--- src/rtl/uart_frame_controller.sv ---
// rtl/uart_frame_controller.sv - frames UART bytes into checked register-write bursts
// Sync/addr/len/payload/xor frames are buffered, then replayed to the write port.
module uart_frame_controller #(
   parameter int CLK_FREQUENCY  = 100000000,
   parameter int BAUD_RATE      = 57600,
   parameter int TIMEOUT_BYTES  = 4,
   parameter int MAX_LEN        = 16,
   parameter int ADDR_WIDTH     = 8,
   parameter int TIMEOUT_CYCLES = CLK_FREQUENCY / BAUD_RATE * 10 * TIMEOUT_BYTES
) (
   input  logic                  clk,
   input  logic                  rst_n,
   input  logic                  rx_valid,
   input  logic [7:0]            rx_data,
   output logic                  wr_en,
   output logic [ADDR_WIDTH-1:0] wr_addr,
   output logic [7:0]            wr_data,
   input  logic                  wr_ready,
   output logic                  busy,
   output logic                  frame_done,
   output logic                  frame_err,
   output logic [1:0]            err_code,
   output logic                  rx_drop
);

   localparam int IW = (MAX_LEN > 1) ? $clog2(MAX_LEN) : 1;
   localparam int TW = $clog2(TIMEOUT_CYCLES + 1);
   // frame_err is registered, so the limit is detected one cycle early; needs TIMEOUT_CYCLES >= 2
   localparam logic [TW-1:0] GAP_LAST  = TW'(TIMEOUT_CYCLES - 2);
   localparam logic [7:0]    MAX_LEN_B = 8'(MAX_LEN);

   typedef enum logic [2:0] {
      ST_IDLE, ST_ADDR, ST_LEN, ST_PAYLOAD, ST_CHECK, ST_COMMIT
   } state_t;

   state_t                state, state_nx;
   logic [7:0]            chk_xor;
   logic [7:0]            frame_len;
   logic [7:0]            wr_idx;
   logic [7:0]            issue_idx;
   logic [7:0]            acc_cnt;
   logic [ADDR_WIDTH-1:0] start_addr;
   logic [TW-1:0]         gap_cnt;
   logic [7:0]            buf_mem [0:(1<<IW)-1];

   logic                  in_frame;
   logic                  accept;
   logic                  load_wr;
   logic                  last_accept;
   logic                  err_set;
   logic [1:0]            err_nx;

   assign busy     = (state != ST_IDLE);
   assign in_frame = (state == ST_ADDR) || (state == ST_LEN) ||
                     (state == ST_PAYLOAD) || (state == ST_CHECK);
   assign accept   = wr_en && wr_ready;

   always_comb begin
      state_nx    = state;
      err_set     = 1'b0;
      err_nx      = 2'd0;
      load_wr     = 1'b0;
      last_accept = 1'b0;
      case (state)
         ST_IDLE: begin
            if (rx_valid && rx_data == 8'hA5) state_nx = ST_ADDR;
         end
         ST_ADDR: begin
            if (rx_valid) state_nx = ST_LEN;
         end
         ST_LEN: begin
            if (rx_valid) begin
               if (rx_data == 8'd0 || rx_data > MAX_LEN_B) begin
                  state_nx = ST_IDLE;
                  err_set  = 1'b1;
                  err_nx   = 2'd1;
               end else begin
                  state_nx = ST_PAYLOAD;
               end
            end
         end
         ST_PAYLOAD: begin
            if (rx_valid && wr_idx == frame_len - 8'd1) state_nx = ST_CHECK;
         end
         ST_CHECK: begin
            if (rx_valid) begin
               if (rx_data == chk_xor) begin
                  state_nx = ST_COMMIT;
               end else begin
                  state_nx = ST_IDLE;
                  err_set  = 1'b1;
                  err_nx   = 2'd2;
               end
            end
         end
         ST_COMMIT: begin
            // refill the write register whenever it is empty or being drained
            load_wr     = (!wr_en || accept) && (issue_idx != frame_len);
            last_accept = accept && (acc_cnt == frame_len - 8'd1);
            if (last_accept) state_nx = ST_IDLE;
         end
         default: state_nx = ST_IDLE;
      endcase
      if (in_frame && !rx_valid && gap_cnt == GAP_LAST) begin
         state_nx = ST_IDLE;
         err_set  = 1'b1;
         err_nx   = 2'd3;
      end
   end

   always_ff @(posedge clk or negedge rst_n) begin
      if (!rst_n) begin
         state      <= ST_IDLE;
         chk_xor    <= 8'd0;
         frame_len  <= 8'd0;
         wr_idx     <= 8'd0;
         issue_idx  <= 8'd0;
         acc_cnt    <= 8'd0;
         start_addr <= '0;
         gap_cnt    <= '0;
         wr_en      <= 1'b0;
         wr_addr    <= '0;
         wr_data    <= 8'd0;
         frame_done <= 1'b0;
         frame_err  <= 1'b0;
         err_code   <= 2'd0;
         rx_drop    <= 1'b0;
      end else begin
         state      <= state_nx;
         frame_err  <= err_set;
         frame_done <= last_accept;
         rx_drop    <= (state == ST_COMMIT) && rx_valid;
         if (err_set) err_code <= err_nx;

         if (in_frame && !rx_valid) gap_cnt <= gap_cnt + TW'(1);
         else                       gap_cnt <= '0;

         case (state)
            ST_IDLE: chk_xor <= 8'd0;
            ST_ADDR: begin
               if (rx_valid) begin
                  start_addr <= rx_data[ADDR_WIDTH-1:0];
                  chk_xor    <= chk_xor ^ rx_data;
               end
            end
            ST_LEN: begin
               if (rx_valid) begin
                  chk_xor   <= chk_xor ^ rx_data;
                  frame_len <= rx_data;
                  wr_idx    <= 8'd0;
               end
            end
            ST_PAYLOAD: begin
               if (rx_valid) begin
                  chk_xor <= chk_xor ^ rx_data;
                  wr_idx  <= wr_idx + 8'd1;
               end
            end
            ST_CHECK: begin
               if (rx_valid) begin
                  issue_idx <= 8'd0;
                  acc_cnt   <= 8'd0;
               end
            end
            ST_COMMIT: begin
               if (load_wr) begin
                  wr_en     <= 1'b1;
                  wr_data   <= buf_mem[issue_idx[IW-1:0]];
                  wr_addr   <= start_addr + issue_idx[ADDR_WIDTH-1:0];
                  issue_idx <= issue_idx + 8'd1;
               end else if (accept) begin
                  wr_en <= 1'b0;
               end
               if (accept) acc_cnt <= acc_cnt + 8'd1;
            end
            default: ;
         endcase
      end
   end

   always_ff @(posedge clk) begin
      if (state == ST_PAYLOAD && rx_valid) buf_mem[wr_idx[IW-1:0]] <= rx_data;
   end

endmodule

--- config.mk ---
export PLATFORM = sky130hd
export DESIGN_NAME = uart_frame_controller
export DESIGN_NICKNAME = d
export VERILOG_FILES = /design/src/rtl/uart_frame_controller.sv
export SDC_FILE = /design/constraint.sdc
export NUM_CORES = 1
export LEC_CHECK = 0
export CAP_MARGIN = 20
export CELL_PAD_IN_SITES_DETAIL_PLACEMENT = 0
export CELL_PAD_IN_SITES_GLOBAL_PLACEMENT = 1
export CORE_MARGIN = 3
export CORE_UTILIZATION = 55
export CTS_CLUSTER_SIZE = 14
export DETAILED_ROUTE_END_ITERATION = 10
export PLACE_DENSITY_LB_ADDON = 0.1
export SYNTH_ARGS = -nofsm -noshare
export SYNTH_HDL_FRONTEND = slang
export SYNTH_SLANG_ARGS = --single-unit
--- constraint.sdc ---
create_clock -name clk -period 4.8 [get_ports clk]
set_input_delay 0.72 -clock clk [delete_from_list [all_inputs] [get_ports clk]]
set_output_delay 0.72 -clock clk [all_outputs]
set_load 0.01 [all_outputs]
After elaboration in Yosys (flattened, before gate mapping)

Memories as Yosys holds them, arrays and structs flattened. A register that Yosys moved wholly into a read port is not among the register bits.
Cells that the tools add are included.

Register bits after elaboration: 82
Output and inout port bits: 23
Input bits: 12
Memories: 1
Bits in writable memories: 128

Equality and inequality tests: 23
Add/subtract/negate cells: 6
Multiplexer cells: 38
Magnitude comparators: 1
Reduce and logical (&&, ||, !) cells: 34
Bitwise operators: 1

Memory list:

| memory  | words | bits a word | rd ports | clocked after Yosys merged registers in | wr ports | line | source |
|---|---|---|---|---|---|---|---|
| buf_mem | 16    | 8           | 1        | 1                                       | 1        | 44   | `logic [7:0] buf_mem [0:(1<<IW)-1];` |

Operators by type and width:

| operator                                               | count |
|---|---|
| one-hot mux 8 bit (2 select lines)                     | 4 |
| two-way mux 8 bit                                      | 5 |
| adder 8 x 1 -> 8 bit (second input constant)           | 3 |
| equality test 8 bit                                    | 3 |
| two-way mux 3 bit                                      | 8 |
| one-hot mux 3 bit (6 select lines)                     | 1 |
| adder 17 x 1 -> 17 bit (second input constant)         | 1 |
| equality test 17 bit (second input constant)           | 1 |
| two-way mux 17 bit                                     | 1 |
| two-way mux 1 bit                                      | 13 |
| inequality test 2 bit (second input constant)          | 5 |
| AND reduction 2 bit                                    | 5 |
| logical AND 1 bit                                      | 9 |
| inequality test 3 x 2 -> 1 bit (second input constant) | 3 |
| AND reduction 3 bit                                    | 3 |
| adder 8 bit                                            | 1 |
| equality test 8 bit (second input constant)            | 1 |
| > comparator 8 x 5 -> 1 bit (second input constant)    | 1 |
| logical NOT 8 bit                                      | 1 |
| two-way mux 2 bit                                      | 4 |
| inequality test 8 bit                                  | 1 |
| nonzero test 2 bit                                     | 4 |
| subtractor 8 x 1 -> 8 bit (second input constant)      | 1 |
| bitwise XOR 8 bit                                      | 1 |
| 14 further kinds                                       | 23 |

Longest topological paths before layout

Gate-level depths: netlist of run 1.

Depth in word-level cells: 8
Gate-level depth with buffers: 10
Mapped depth without buffers: 9

Worst setup path before layout of run 1

No wires, ideal clock.

Kind: input -> register
Start point: in rx_valid
End point: mem buf_mem[3][0], enable pin
Buffers on the path: 2
Arrival time: 2.297 ns
Stages: 6
Data required time: 4.417 ns
Path slack: 2.120 ns
Cell sequence: clkbuf_1 -> nor2b_1 -> and2_1 -> clkbuf_1 -> nand3_1 -> nor3_1

Word-level cells in the longest chain between the ends: 3

RTL lines:

| what                                    | line | source |
|---|---|---|
| start, declared                         | 13   | `input logic rx_valid,` |
| logical AND 1 bit                       | 182  | `if (state == ST_PAYLOAD && rx_valid) buf_mem[wr_idx[IW-1:0]] <= rx_data;` |
| two-way mux 1 bit                       | 182  |  |
| two-way mux 1 bit (not written as such) | 182  |  |
| end, declared                           | 44   |  |

No other way between the ends.

Worst setup path in the final report of run 1

Start point: in rx_valid
End point: reg state[0]

Word-level cells in the longest chain between the ends: 5
Elaborated cells between the ends (all ways): 13
Classes of those cells: eq/ne (6); mux (1); reduce/logical (6)

RTL lines:

| what                                                           | line | source |
|---|---|---|
| logical NOT 1 bit                                              | 104  | `if (in_frame && !rx_valid && gap_cnt == GAP_LAST) begin` |
| logical AND 1 bit (2 in series)                                | 104  |  |
| inequality test 3 bit (no source line) (tied with other cells) | n/a  |  |
| AND reduction 6 bit (no source line)                           | n/a  |  |
| end signal, assigned                                           | 129  | `state <= state_nx;` |
| end, declared                                                  | 36   | `state_t state, state_nx;` |

Several ways; a longest one is shown, not always the timed one.
A chain may end at the register's enable or synchronous reset.

==> results of run 1 <==
-- report_power, final --
group | switching [mW] | internal, mW
Clock | 0.710 | 0.992
Combinational | 0.916 | 0.896
Sequential | 0.336 | 2.22
Total | 1.96 | 4.11
-- cells in the mapped netlist, drive strengths merged (6+ instances only) --
cell / instances
nand3: 33
nor4: 7
mux2: 23
nand4: 11
xnor2: 41
nor3: 19
nand2b: 8
dfrtp: 90
nand2: 57
a21oi: 12
nor2: 64
o21ai: 35
buf: 19
mux2i: 10
clkbuf: 18
xor2: 29
inv: 21
and3: 6
edfxtp: 128
ha: 16
mux4: 40
-- layer usage --
| metal | track usage (%) | vias up | share of wire (%) | routed length (um) |
|---|---|---|---|---|
| met3 | 5.11 | 26 | 6.0 | 1320 |
| met5 | 0 | - | 0 | 0 |
| met4 | 4.60 | 0 | 1.2 | 259 |
| met1 | 32.1 | 3142 | 45 | 9700 |
| met2 | 35.9 | 151 | 48 | 10500 |
| li1 | - | 2827 | - | - |
-- worst register-to-register path: stages (launching register included) --
cell       delay [ns]
dfrtp_1          0.50
inv_1            0.12
ha_1             0.34
nor3b_2          0.49
xnor2_1          0.21
o2111ai_1        0.15
o41ai_2          0.54
o21ai_1          0.18
mux2_4           0.33
-- worst max path at each step --
stage	from	endpoint	slack [ns]
2_1_floorplan	rx_valid	buf_mem[3][0]	2.12
3_3_place_gp	rx_valid	state[0]	1.27
6_report	rx_valid	state[0]	1.64
4_1_cts	rx_valid	state[0]	1.67
5_1_grt	rx_valid	state[0]	1.39
3_5_place_dp	rx_valid	state[0]	1.14
-- sequential cells by signal, summed over array words and instances, names as in the netlist, 3 cells and up --
signal      count
buf_mem       128
gap_cnt        17
wr_data         8
acc_cnt         8
wr_idx          8
wr_addr         8
state           3
issue_idx       8
chk_xor         8
frame_len       8
start_addr      8
-- kinds of logic (layout without fill, tap and decap cells) --
family / after synthesis / in the layout / share of synthesized area, %
flops: 218 / 218 / 60.0
mux: 73 / 73 / 12.4
compound gates: 75 / 75 / 4.71
simple gates: 236 / 236 / 11.7
xor+xnor: 71 / 71 / 6.25
fa+ha+maj: 18 / 18 / 2.26
buf+inv: 58 / 109 / 2.70
-- final cells by class --
| type | instances | share of cell area [%] |
|---|---|---|
| clock buffer | 29 | 5.24 |
| inverter | 21 | 0.690 |
| clock inverter | 12 | 1.02 |
| timing repair buffer | 47 | 3.88 |
| multi-input combinational | 473 | 33.3 |
| sequential | 218 | 53.4 |
| tap | 229 | 2.51 |
-- through the flow --
stage	util [%]	cells	hold slack [ns]	cell area [um^2]
after CTS	63.0	1027	0.277	11400
final	63.2	1029	0.258	11400
after global placement	59.1	986	0.467	10700
after detailed placement	59.1	986	0.469	10700
after global routing	63.2	1029	0.292	11400
after floorplan	-	749	0.424	10200
==> impl_metrics.json, run 1 <==
{
  "h-tree-depth": 1,
  "seqCellArea_um2": 6100,
  "wl_mm": 21.8,
  "syn_area_per_cell_um2": 13.6,
  "clock_latency_ns": 0.52,
  "status": "finished clean",
  "grt_pass1_wl_mm": 35.2,
  "drv_slew": 0,
  "yosysTopAreaCell": "edfxtp_1",
  "avgViaCountPerCell": 5.97,
  "leakage_nw": 4.16,
  "r2r_setup_slack_ns": 1.83,
  "grt_max_degree": 54,
  "postRouteAntennaNets": 0,
  "startpoint_type": "primary input",
  "worst_path_max_delay_cell": "nor4_1",
  "portBuffers": 34,
  "die_w_um": 142,
  "clock_path_buffers": 3,
  "drive_gt1_share_pct": 15.1,
  "synth_area_leaders": "edfxtp_1 (38%), dfrtp_1 (22%), mux4_2 (8.9%)",
  "gp_congestion": 0.859,
  "worstMarginPinSlew_ns": 1.12,
  "num_vias": 6146,
  "max_freq_mhz": 316,
  "clkTransAtPathRegs_ns": 0.06,
  "slowest_delay_ns": 0.87,
  "r2r_start": "frame_len[0]",
  "power_mw": 6.07,
  "finalNetCount": 813,
  "num_antenna_cells": 0,
  "cts_setup_buffers": 0,
  "maxCapViolations": 0,
  "async_flop_share_pct": 41.3,
  "yosysWarnings": 0,
  "cp_top_family": "simple AND/OR/NAND/NOR gates",
  "setup_violations": 0,
  "synth_top_area_share_pct": 37.8,
  "rsz0062_at_grt": "false",
  "critPathMaxFanout": 20,
  "antenna_found_initial": 0,
  "final_common_cell": "edfxtp_1",
  "cp-end-kind": "register",
  "cp.depth": 5,
  "critPathBufInv": 1,
  "synth_flop_cell": "edfxtp_1",
  "worstPathCellList": "clkdlybuf4s50_1 > nand3b_1 > nor4_1 > nor2_1 > mux2_4",
  "worst_ep_arrival_time_ns": 3.55,
  "worst_slack_ns": 1.64,
  "powerDensity_nw_per_um2": 531,
  "n_fill_cell": 1325,
  "cts_num_sinks": 218,
  "cts_tree": "done",
  "synth_edf_count": 128,
  "rows": 49,
  "slew_headroom_pct": 25.4,
  "layout_common_cells": "edfxtp_1 (128), dfrtp_1 (89), nor2_1 (64)",
  "synth.ff_latch_count": 218,
  "coreArea_um2": 18100,
  "hold_violations": 0,
  "die_h_um": 142,
  "area_growth_pct": 12.4,
  "period_share_pct": 65.9,
  "synth_cell_types": 69,
  "setup_total_negative_slack_ns": 0,
  "syn-num-nets": 778,
  "cts-root-buf": "clkbuf_16",
  "syn-instance-count": 749,
  "cts_hold_buffers": 0,
  "required_ns": 5.19,
  "drt_iter0_drc": 409,
  "vdd_ir_drop_max_mv": 0.285,
  "reg2reg_to": "state[0]",
  "start_util_pct": 56.2,
  "yosysSeqAreaShare_pct": 60.0,
  "grt_overflow": 0,
  "ctsResizeCount": 0,
  "first_global_vias": 6330,
  "routedWlPerCell_um": 21.1,
  "hpwl_mm": 14.2,
  "die_area_um2": 20200,
  "dr.pass1.iters": 5,
  "dp_slack_ns": 1.14,
  "ios": 35,
  "clock_skew_ns": 0.0237,
  "criticalPathCategory": "in -> reg",
  "syn_area_um2": 10200,
  "reg2reg_depth": 8,
  "cts_made_buffers": 23,
  "hp-class": "in -> async",
  "grt_usage_pct": 22.4,
  "period_minus_slack_ns": 3.16,
  "drc": 0,
  "multi_input_area_um2": 3800
}
Power figures use the tool's default switching activity.
==> run 2, diff against run 1 <==
CORE_UTILIZATION = 51   (was 55)
clock period = 2.95 ns   (was 4.8 ns; I/O delays follow)
==> impl_metrics.json, run 2 (synthesis gave the netlist of run 1 again) <==
{
  "period_share_pct": 91.5,
  "num_vias": 6268,
  "die_w_um": 147,
  "slowest_delay_ns": 0.48,
  "cp.depth": 8,
  "final_common_cell": "edfxtp_1",
  "slew_headroom_pct": 49.4,
  "startpoint_type": "register",
  "cts_hold_buffers": 0,
  "cp-end-kind": "register",
  "drv_slew": 0,
  "seqCellArea_um2": 6100,
  "avgViaCountPerCell": 5.71,
  "wl_mm": 22.6,
  "status": "complete, but fails checks",
  "num_antenna_cells": 0,
  "grt_pass1_wl_mm": 36.3,
  "portBuffers": 34,
  "ios": 35,
  "drt_iter0_drc": 424,
  "setup_violations": 0,
  "cts-root-buf": "clkbuf_16",
  "required_ns": 3.34,
  "finalNetCount": 845,
  "layout.cells.non_filler": 1097,
  "gp_congestion": 0.833,
  "layout_common_cells": "edfxtp_1 (128), dfrtp_1 (89), nor2_1 (64)",
  "maxCapViolations": 0,
  "rows": 51,
  "clock_latency_ns": 0.51,
  "die_h_um": 147,
  "worstPathCellList": "inv_1 > ha_1 > nor3b_2 > xnor2_1 > o2111ai_1 > o41ai_2 > o21ai_1 > mux2_4",
  "postRouteAntennaNets": 0,
  "hp-class": "in -> async",
  "place_inst": 1056,
  "clock_skew_ns": 0.0122,
  "worst_ep_arrival_time_ns": 3.09,
  "cts_setup_buffers": 0,
  "cts_tree": "done",
  "dr.pass1.iters": 4,
  "routedWlPerCell_um": 20.6,
  "fin_area_um2": 11800,
  "drc": 0,
  "reg2reg_depth": 8,
  "place_area_um2": 11000,
  "cts_made_buffers": 23,
  "area_growth_pct": 16.0,
  "start_util_pct": 52.1,
  "multi_input_area_um2": 3800,
  "ctsResizeCount": 0,
  "cp_top_family": "compound AO/OA/AOI/OAI gates",
  "h-tree-depth": 1,
  "clkTransAtPathRegs_ns": 0.06,
  "first_global_vias": 6372,
  "rsz0062_at_grt": "false",
  "worstMarginPinSlew_ns": 0.759,
  "coreArea_um2": 19500,
  "critPathBufInv": 1,
  "vdd_ir_drop_max_mv": 0.590,
  "antenna_found_initial": 1,
  "grt_max_degree": 56,
  "n_fill_cell": 1526,
  "grt_overflow": 0,
  "drive_gt1_share_pct": 19.6,
  "critPathMaxFanout": 8,
  "clock_path_buffers": 3,
  "die_area_um2": 21700,
  "crit_start": "frame_len[0]",
  "hpwl_mm": 15.8,
  "period_minus_slack_ns": 2.70,
  "setup_total_negative_slack_ns": 0,
  "hold_violations": 5,
  "grt_usage_pct": 21.4,
  "worst_path_max_delay_cell": "dfrtp_1",
  "cts_num_sinks": 218,
  "largest_reg_flops": 128,
  "powerDensity_nw_per_um2": 864,
  "violations": "negative hold slack",
  "criticalPathCategory": "reg -> reg",
  "max_freq_mhz": 371,
  "r2r_start": "frame_len[0]",
  "whs_ns": -0.0146,
  "leakage_nw": 4.37
}
[run 2: path summary, 6_finish.rpt]
kind                                    to  slack [ns]
worst min-delay path            wr_data[0]       -0.01
min in group clk                wr_addr[6]        0.48
worst min register to register  wr_addr[6]        0.48
max in group asynchronous       gap_cnt[5]        2.28
worst max register to register    state[0]        0.25
worst max-delay path              state[0]        0.25
[run 2: layout make-up]
class,instances,area share (%)
clock buffer,26,5.06
clock inverter,15,1.55
inverter,21,0.669
multi-input combinational,473,32.3
sequential,218,51.7
tap,265,2.81
timing repair buffer,79,5.94
[run 2: report_power, final]
group | total (mW) | switching (mW) | internal (mW)
clock network | 2.96 | 1.16 | 1.80
registers | 4.13 | 0.515 | 3.61
logic | 3.10 | 1.55 | 1.54
total | 10.2 | 3.23 | 6.96
[run 2: metrics by stage]
| stage | setup WS [ns] | utilization (%) | total power [mW] | hold WS (ns) |
|---|---|---|---|---|
| 2_1_floorplan | 0.448 | - | 6.32 | 0.147 |
| 3_3_place_gp | 0.362 | 56.4 | 7.20 | 0.464 |
| 3_5_place_dp | 0.312 | 56.4 | 7.28 | 0.470 |
| 4_1_cts | 0.277 | 60.4 | 10.3 | 0.000318 |
| 5_1_grt | 0.131 | 60.4 | 10.8 | 0.0261 |
| 6_report | 0.251 | 60.4 | 10.2 | -0.0146 |
[run 2: routing by layer]
metal / GRT usage (%) / vias to the layer above / wire length (um)
met2: 35.0 / 173 / 10800
met5: 0 / - / 0
met1: 31.3 / 3172 / 10200
met3: 2.87 / 27 / 1280
met4: 4.24 / 0 / 324
li1: - / 2896 / -
==> run 3, diff against run 2 <==
RECOVER_POWER = 100   (was default)
==> impl_metrics.json, run 3 (synthesis gave the netlist of run 1 again) <==
{
  "required_ns": 3.34,
  "worstMarginPinSlew_ns": 1.44,
  "die_h_um": 147,
  "startpoint_type": "register",
  "ios": 35,
  "criticalPathCategory": "reg -> reg",
  "gp_congestion": 0.833,
  "worst_path_max_delay_cell": "dfrtp_1",
  "slowest_delay_ns": 0.48,
  "powerDensity_nw_per_um2": 867,
  "clock_latency_ns": 0.51,
  "drive_gt1_share_pct": 15.6,
  "worst_ep_arrival_time_ns": 3.17,
  "first_global_vias": 6372,
  "vdd_ir_drop_max_mv": 0.593,
  "leakage_nw": 4.28,
  "drt_iter0_drc": 451,
  "wl_mm": 22.6,
  "grt_max_degree": 56,
  "layout_common_cells": "edfxtp_1 (128), dfrtp_1 (89), nor2_1 (64)",
  "grt_overflow": 0,
  "clock_skew_ns": 0.0136,
  "setup_total_negative_slack_ns": 0,
  "r2r_setup_slack_ns": 0.17,
  "start_util_pct": 52.1,
  "cts_num_sinks": 218,
  "ctsResizeCount": 0,
  "cts_made_buffers": 23,
  "period_share_pct": 94.1,
  "final_util_pct": 59.6,
  "critPathMaxFanout": 8,
  "avgViaCountPerCell": 5.72,
  "reg2reg_to": "state[0]",
  "hpwl_mm": 15.8,
  "r2r_start": "frame_len[0]",
  "reg2reg_depth": 8,
  "drv_slew": 0,
  "crit_start": "frame_len[0]",
  "max_freq_mhz": 360,
  "slew_headroom_pct": 3.92,
  "routedWlPerCell_um": 20.6,
  "postRouteAntennaNets": 0,
  "rows": 51,
  "grt_pass1_wl_mm": 36.3,
  "setup_violations": 0,
  "area_growth_pct": 14.5,
  "coreArea_um2": 19500,
  "rsz0062_at_grt": "false",
  "worstPathCellList": "inv_1 > ha_1 > nor3b_2 > xnor2_1 > o2111ai_1 > o41ai_2 > o21ai_0 > mux2_4",
  "finalNetCount": 845,
  "status": "finished clean",
  "layout.cells.non_filler": 1097,
  "portBuffers": 34,
  "num_antenna_cells": 0,
  "num_vias": 6276,
  "largest_reg_flops": 128,
  "cts_setup_buffers": 0,
  "clkTransAtPathRegs_ns": 0.06,
  "antenna_found_initial": 1,
  "die_w_um": 147,
  "period_minus_slack_ns": 2.78,
  "drc": 0,
  "grt_usage_pct": 21.4,
  "crit_end": "state[0]",
  "final_common_cell": "edfxtp_1",
  "cp-end-kind": "register",
  "cts_tree": "done",
  "hold_violations": 0,
  "maxCapViolations": 0,
  "clock_path_buffers": 3,
  "h-tree-depth": 1,
  "cts_hold_buffers": 0,
  "place_inst": 1056,
  "dr.pass1.iters": 4,
  "cts-root-buf": "clkbuf_16",
  "hp-class": "in -> async",
  "die_area_um2": 21700
}
run 3: changes by cell type in the layout (fill, tap and decap cells not counted), sizes merged:
cell / change
clkdlybuf4s50: -32
buf: -35
dlygate4sd3: +32
clkbuf: +35
run 3: worst min-delay path by stage:
stage / slack (ns) / from / end / cells past startpoint
after floorplan: 0.15 / rst_n / acc_cnt[0] / 0
after global placement: 0.46 / wr_addr[3] / wr_addr[3] / 2
after detailed placement: 0.47 / wr_addr[5] / wr_addr[5] / 2
after CTS: 0.0003 / rst_n / wr_data[0] / 1
after global routing: 0.35 / rst_n / wr_data[0] / 1
final: 0.25 / rst_n / wr_data[0] / 1
run 3: metrics by stage:
step                instance area, um^2  total power, mW  setup WS [ns]  hold slack (ns)
floorplan                         10200             6.32          0.448            0.147
global placement                  11000             7.20          0.362            0.464
detailed placement                11000             7.28          0.312            0.470
CTS                               11800             10.3          0.277         0.000318
global route                      11600             10.7         0.0864            0.350
finish                            11600             10.1          0.174            0.253
run 3: area by class of cell:
| cell class | count | area, um^2 |
|---|---|---|
| inverter | 21 | 78.8 |
| clock inverter | 15 | 183 |
| timing repair buffer | 79 | 561 |
| multi-input combinational | 473 | 3800 |
| clock buffer | 26 | 597 |
| tap | 265 | 332 |
| sequential | 218 | 6100 |
| fill | 1564 | 7880 |
run 3: worst max-delay path, delay by kind of cell (launching register included):
kind / cells / cell delay [ns]
compound gates: 3 / 0.74
xor+xnor: 1 / 0.22
fa+ha+maj: 1 / 0.33
buf+inv: 1 / 0.13
flops: 1 / 0.48
mux: 1 / 0.32
simple gates: 1 / 0.43
run 3: report_power, final:
group | switching, mW | internal (mW) | leakage [nW] | total, mW
registers | 0.510 | 3.61 | 2.32 | 4.12
clock network | 1.16 | 1.80 | 0.383 | 2.97
logic | 1.55 | 1.45 | 1.58 | 3.01
total | 3.23 | 6.87 | 4.28 | 10.1
run 3: metal layers:
metal	share of wire (%)	track usage, %	vias to the layer above
li1	-	-	2893
met1	45	31.3	3185
met2	48	35.0	176
met3	5.4	2.87	22
met4	1.3	4.24	0
met5	0	0	-
